**config.mk**
```make
export PLATFORM = sky130hd
export DESIGN_NAME = ak_serial_add16
export DESIGN_NICKNAME = d
export VERILOG_FILES = /design/src/rtl/ak_serial_add16.sv
export SDC_FILE = /design/constraint.sdc
export NUM_CORES = 1
export LEC_CHECK = 0
export BUFFER_PORTS_ARGS = -buffer_cell sky130_fd_sc_hd__buf_4
export CAP_MARGIN = 20
export CORE_MARGIN = 2
export CORE_UTILIZATION = 45
export CTS_BUF_LIST = sky130_fd_sc_hd__clkbuf_8
export DETAILED_ROUTE_END_ITERATION = 7
export MAX_ROUTING_LAYER = met4
export PLACE_DENSITY = 0.73
export SYNTH_ARGS = -nofsm -noshare
export SYNTH_HDL_FRONTEND = slang
export SYNTH_SLANG_ARGS = --single-unit
export TNS_END_PERCENT = 10
```
**constraint.sdc**
```tcl
create_clock -name clk -period 1.8 [get_ports clk]
set_input_delay 0.36 -clock clk [delete_from_list [all_inputs] [get_ports clk]]
set_output_delay 0.36 -clock clk [all_outputs]
set_load 0.03 [all_outputs]
```
**src/rtl/ak_serial_add16.sv**
```systemverilog
// ak_serial_add16: nibble-serial adder/subtractor controller.
// Streams two W-bit operands through an external 4-bit ripple-carry adder
// one nibble per cycle, LSB nibble first. It collects the sum nibbles and the
// final carry, and it returns result, carry-out and signed overflow on a
// valid/ready handshake.
module ak_serial_add16 #(
  parameter int NIBBLES = 4,
  localparam int W  = 4 * NIBBLES,
  localparam int IW = (NIBBLES > 1) ? $clog2(NIBBLES) : 1
) (
  input  logic         clk,
  input  logic         rst_n,
  input  logic         in_valid,
  output logic         in_ready,
  input  logic [W-1:0] op_a,
  input  logic [W-1:0] op_b,
  input  logic         cin,
  input  logic         sub,
  output logic [3:0]   add_a,
  output logic [3:0]   add_b,
  output logic         add_c0,
  input  logic [3:0]   add_sum,
  input  logic         add_c4,
  output logic         out_valid,
  input  logic         out_ready,
  output logic [W-1:0] result,
  output logic         cout,
  output logic         overflow
);

  typedef enum logic [1:0] {
    IDLE = 2'b00,
    RUN  = 2'b01,
    DONE = 2'b10
  } state_t;

  localparam logic [IW-1:0] LAST_IDX = IW'(NIBBLES - 1);
  localparam logic [IW-1:0] IDX_ONE  = IW'(1);

  state_t        state_r;
  state_t        state_s;
  logic [W-1:0]  a_r;
  logic [W-1:0]  b_r;
  logic          carry_r;
  logic [IW-1:0] idx_r;
  logic [W-1:0]  result_r;
  logic          cout_r;
  logic          overflow_r;
  logic          in_ready_r;
  logic          out_valid_r;
  logic          last_s;
  logic [IW+1:0] base_s;

  // Bit offset of the nibble currently in the adder, and last-slice flag.
  assign base_s = {idx_r, 2'b00};
  assign last_s = (idx_r == LAST_IDX);

  assign in_ready  = in_ready_r;
  assign out_valid = out_valid_r;
  assign result    = result_r;
  assign cout      = cout_r;
  assign overflow  = overflow_r;

  // Next-state logic: accept in IDLE, step through slices in RUN, hold result in DONE.
  always_comb begin
    state_s = state_r;
    case (state_r)
      IDLE: begin
        if (in_valid) begin
          state_s = RUN;
        end else begin
          state_s = IDLE;
        end
      end
      RUN: begin
        if (last_s) begin
          state_s = DONE;
        end else begin
          state_s = RUN;
        end
      end
      DONE: begin
        if (out_ready) begin
          state_s = IDLE;
        end else begin
          state_s = DONE;
        end
      end
      default: begin
        state_s = IDLE;
      end
    endcase
  end

  // Adder drive: present the current slice during RUN, otherwise park the inputs at zero.
  always_comb begin
    add_a  = 4'h0;
    add_b  = 4'h0;
    add_c0 = 1'b0;
    if (state_r == RUN) begin
      add_a  = a_r[base_s +: 4];
      add_b  = b_r[base_s +: 4];
      add_c0 = carry_r;
    end else begin
      add_a  = 4'h0;
      add_b  = 4'h0;
      add_c0 = 1'b0;
    end
  end

  // State, operand capture, per-slice result collection and registered handshake flags.
  always_ff @(posedge clk) begin
    if (!rst_n) begin
      state_r     <= IDLE;
      a_r         <= '0;
      b_r         <= '0;
      carry_r     <= 1'b0;
      idx_r       <= '0;
      result_r    <= '0;
      cout_r      <= 1'b0;
      overflow_r  <= 1'b0;
      in_ready_r  <= 1'b1;
      out_valid_r <= 1'b0;
    end else begin
      state_r     <= state_s;
      in_ready_r  <= (state_s == IDLE);
      out_valid_r <= (state_s == DONE);
      case (state_r)
        IDLE: begin
          if (in_valid) begin
            a_r     <= op_a;
            // Subtract is A + ~B + 1: invert B once at capture and force carry-in.
            b_r     <= sub ? ~op_b : op_b;
            carry_r <= sub ? 1'b1 : cin;
            idx_r   <= '0;
          end
        end
        RUN: begin
          result_r[base_s +: 4] <= add_sum;
          carry_r               <= add_c4;
          if (last_s) begin
            cout_r     <= add_c4;
            overflow_r <= (a_r[W-1] == b_r[W-1]) && (add_sum[3] != a_r[W-1]);
          end else begin
            idx_r <= idx_r + IDX_ONE;
          end
        end
        DONE: begin
          // Result, cout and overflow hold until the downstream handshake.
        end
        default: begin
          // Unreachable encodings recover through state_s.
        end
      endcase
    end
  end

endmodule

```
==> metrics.yaml <==
timing:
  setup_violations: 13
  post-route-period-util_pct: 110
  fmax_mhz: 506
  setup_slack_ns: -0.177
  slew_headroom_pct: 74.7
  rsz0062_at_grt: "yes"
  skew_ns: 0.00636
  final_hold_viol_count: 0
  tightest_slew_ns: 0.379
  whs_ns: 0.280
  slew_violations: 0
  finalCriticalPeriod_ns: 1.98
layout:
  postLayoutCoreUtil_pct: 64.2
  n_antenna_cell: 0
  stdcell_count: 424
  nets: 395
  drive_above_1_share_pct: 36.6
  design_area_um2: 3580
  area_delta_synth_final_pct: 35.8
critical_path:
  cp-start-kind: "register"
  slowest_delay_ns: 0.49
  cp_slowest_cell: "mux4_2"
  crit_buf_inv: 2
  critPathCaptureType: "output port"
  rr_startpoint: "idx_r[0]$_SDFFE_PN0P_"
  worst_ep_arrival_time_ns: 1.62
  worstPathRequired_ns: 1.44
  path_class: "register to output port"
  crit_path_start: "idx_r[0]$_SDFFE_PN0P_"
  cp_cell_sequence: "buf_12, mux4_2, and2_4, buf_6"
  cp.depth: 4
  cp_max_fo: 6
  rr_worst_depth: 9
  cpLargestDelayFamily: "multiplexers"
yosys:
  ys.flop_type: "dfxtp_1"
  ys_ff_latch: 57
  synth.top_cell.area_share_pct: 43.3
  async_reset_ff_share_pct: 0
  ys_top_cells_by_area: "dfxtp_1 43%, nand2_1 9.3%, mux4_2 6.8%"
  ys.warnings.count: 0
  synth_largest_area_cell: "dfxtp_1"
  avgSynthCellArea_um2: 9.61
  synth.most_common_cell: "nand2_1"
  netlist_top_cells_count: "65 x nand2_1, 57 x dfxtp_1, 16 x a21boi_0, 16 x o211a_1, 16 x xnor2_1"
  syn_inst: 274
  synth.yosys.seq_area_share_pct: 43.3
  synth_enable_flop_cells: 0
  netlist_area_um2: 2630
  yosys.cell_types.count: 37
  syn_nets: 322
global_routing:
  grt_pass1_vias: 2103
  overflow: 0
  grt_use_total_pct: 20.3
  grt_max_degree: 49
  grt_pass1_wl_um: 9870
  antenna_found_initial: 0
drt:
  met3WireLength_um: 242
  via_per_inst: 5.18
  drc: 0
  routedWlPerCell_um: 14.2
  first_pass_iters: 4
  ant_nets: 0
  wl_met1_um: 2740
  dr.first_iter.drc_count: 90
  top_layer: "met4"
  dr_wl_met2_um: 2940
  totalWireLength_um: 6000
  via_count: 2195
placed_design:
  hpwl_um: 4210
  place_inst: 407
  place_area_um2: 3270
  port_buffers: 71
  routabilityCongestion: 0.799
floorplan:
  placementRows: 27
  chipWidth_um: 80.5
  initial_core_util_pct: 47.3
  die-height_um: 80.5
  fp.coreArea_um2: 5570
  top_level_ports: 72
  die_area_um2: 6480
job:
  drv_cap: 0
pwr:
  cellPowerDensity_nw_per_um2: 862
  finalPower_w: 0.00308
  ir_drop_v: 0.000490
  p_leak_nw: 1.58
run_status:
  violations: "negative setup slack"
  status: "complete, but fails checks"
cts:
  holdBufCountCts: 0
  clk_path_buf_depth: 2
  cts_tree: "built"
  clock-root-buffer: "clkbuf_8"
  htree_levels: 3
  clk-insertion-delay-late_ns: 0.33
  cts_sinks: 57
  cts_buffers: 9
  clkSlewWorstSetupHoldPaths_ns: 0.07
min_path:
  hold_path.class: "input pin to register"
  min_from: "op_a[5]"
  whs_path_depth: 3
layout make-up:
| cell class | count | area, um2 |
|---|---|---|
| fill | 487 | 2000 |
| multi-input combinational | 191 | 1430 |
| sequential | 57 | 1150 |
| timing repair buffer | 84 | 693 |
| clock buffer | 9 | 124 |
| tap | 72 | 90.1 |
| clock inverter | 7 | 80.1 |
| inverter | 4 | 15.0 |
tightest hold or removal path, cell delays in order:
cell and delay, ns:
buf_4 0.11, nand2_1 0.04, a21boi_0 0.06
stage by stage:
step	setup TNS (ns)	setup slack, ns
finish	-1.52	-0.177
global route	-2.93	-0.231
CTS	-1.54	-0.185
detailed placement	0	0.0716
global placement	0	0.0989
floorplan	-0.263	-0.0417
flip-flops by register name, indices dropped and copies added, names as in the netlist, 2 cells and up:
register  cells
a_r          16
b_r          16
idx_r         2
result       16
state_r       2
cells in the final DEF, fill, tap and decap left out, types with 2 or more instances in the layout:
| cell type | instances |
|---|---|
| clkinvlp_4 | 2 |
| inv_1 | 4 |
| buf_12 | 2 |
| nand3b_1 | 2 |
| dfxtp_1 | 55 |
| o21a_1 | 2 |
| nor2b_1 | 9 |
| xnor2_1 | 16 |
| o22ai_1 | 8 |
| mux4_2 | 8 |
| ha_1 | 3 |
| a32oi_1 | 8 |
| buf_6 | 10 |
| o21ai_0 | 4 |
| and2_4 | 8 |
| nand2_1 | 65 |
| a21boi_0 | 16 |
| and3b_1 | 2 |
| clkbuf_8 | 9 |
| clkinv_4 | 3 |
| o211a_1 | 16 |
| a21oi_1 | 2 |
| buf_4 | 72 |
report_power, final:
part           switching (W)  total, W  leakage, nW  internal, W
Sequential         0.0000395   0.00137        0.468      0.00133
Combinational       0.000244  0.000519         1.02     0.000276
Clock               0.000544   0.00119       0.0960     0.000649
Total               0.000827   0.00308         1.58      0.00226
per-layer routing:
layer / track usage, % / vias to the layer above
li1: - / 1098
met1: 25.7 / 1044
met2: 32.3 / 48
met3: 3.71 / 5
met4: 8.14 / 0
met5: - / -
cells by family (layout without fill, tap and decap cells):
group / count (synthesis) / after routing / share of synthesized area, %
AND/OR/NAND/NOR: 102 / 102 / 19.2
buffers and inverters: 26 / 104 / 4.70
XOR/XNOR: 16 / 16 / 5.32
multiplexers: 9 / 9 / 7.22
AO/OA/AOI/OAI: 59 / 59 / 17.8
adder cells (fa/ha/maj): 5 / 5 / 2.38
flip-flops: 57 / 57 / 43.3
path summary, 6_finish.rpt:
path	slack, ns	end
worst max register to register	-0.06	result[3]$_SDFFE_PN0P_
worst min-delay path	0.28	a_r[5]$_SDFFE_PN0P_
worst max-delay path	-0.18	add_b[1]
worst min register to register	0.46	a_r[13]$_SDFFE_PN0P_
what timing repair did:
item | in CTS | in global routing
pin swaps | 0 | 1
gates resized for setup | 19 | 7
setup buffers | 1 | 0
setup endpoints to repair | 9 | 25
gates cloned | 0 | 0
Power figures use the tool's default switching activity.
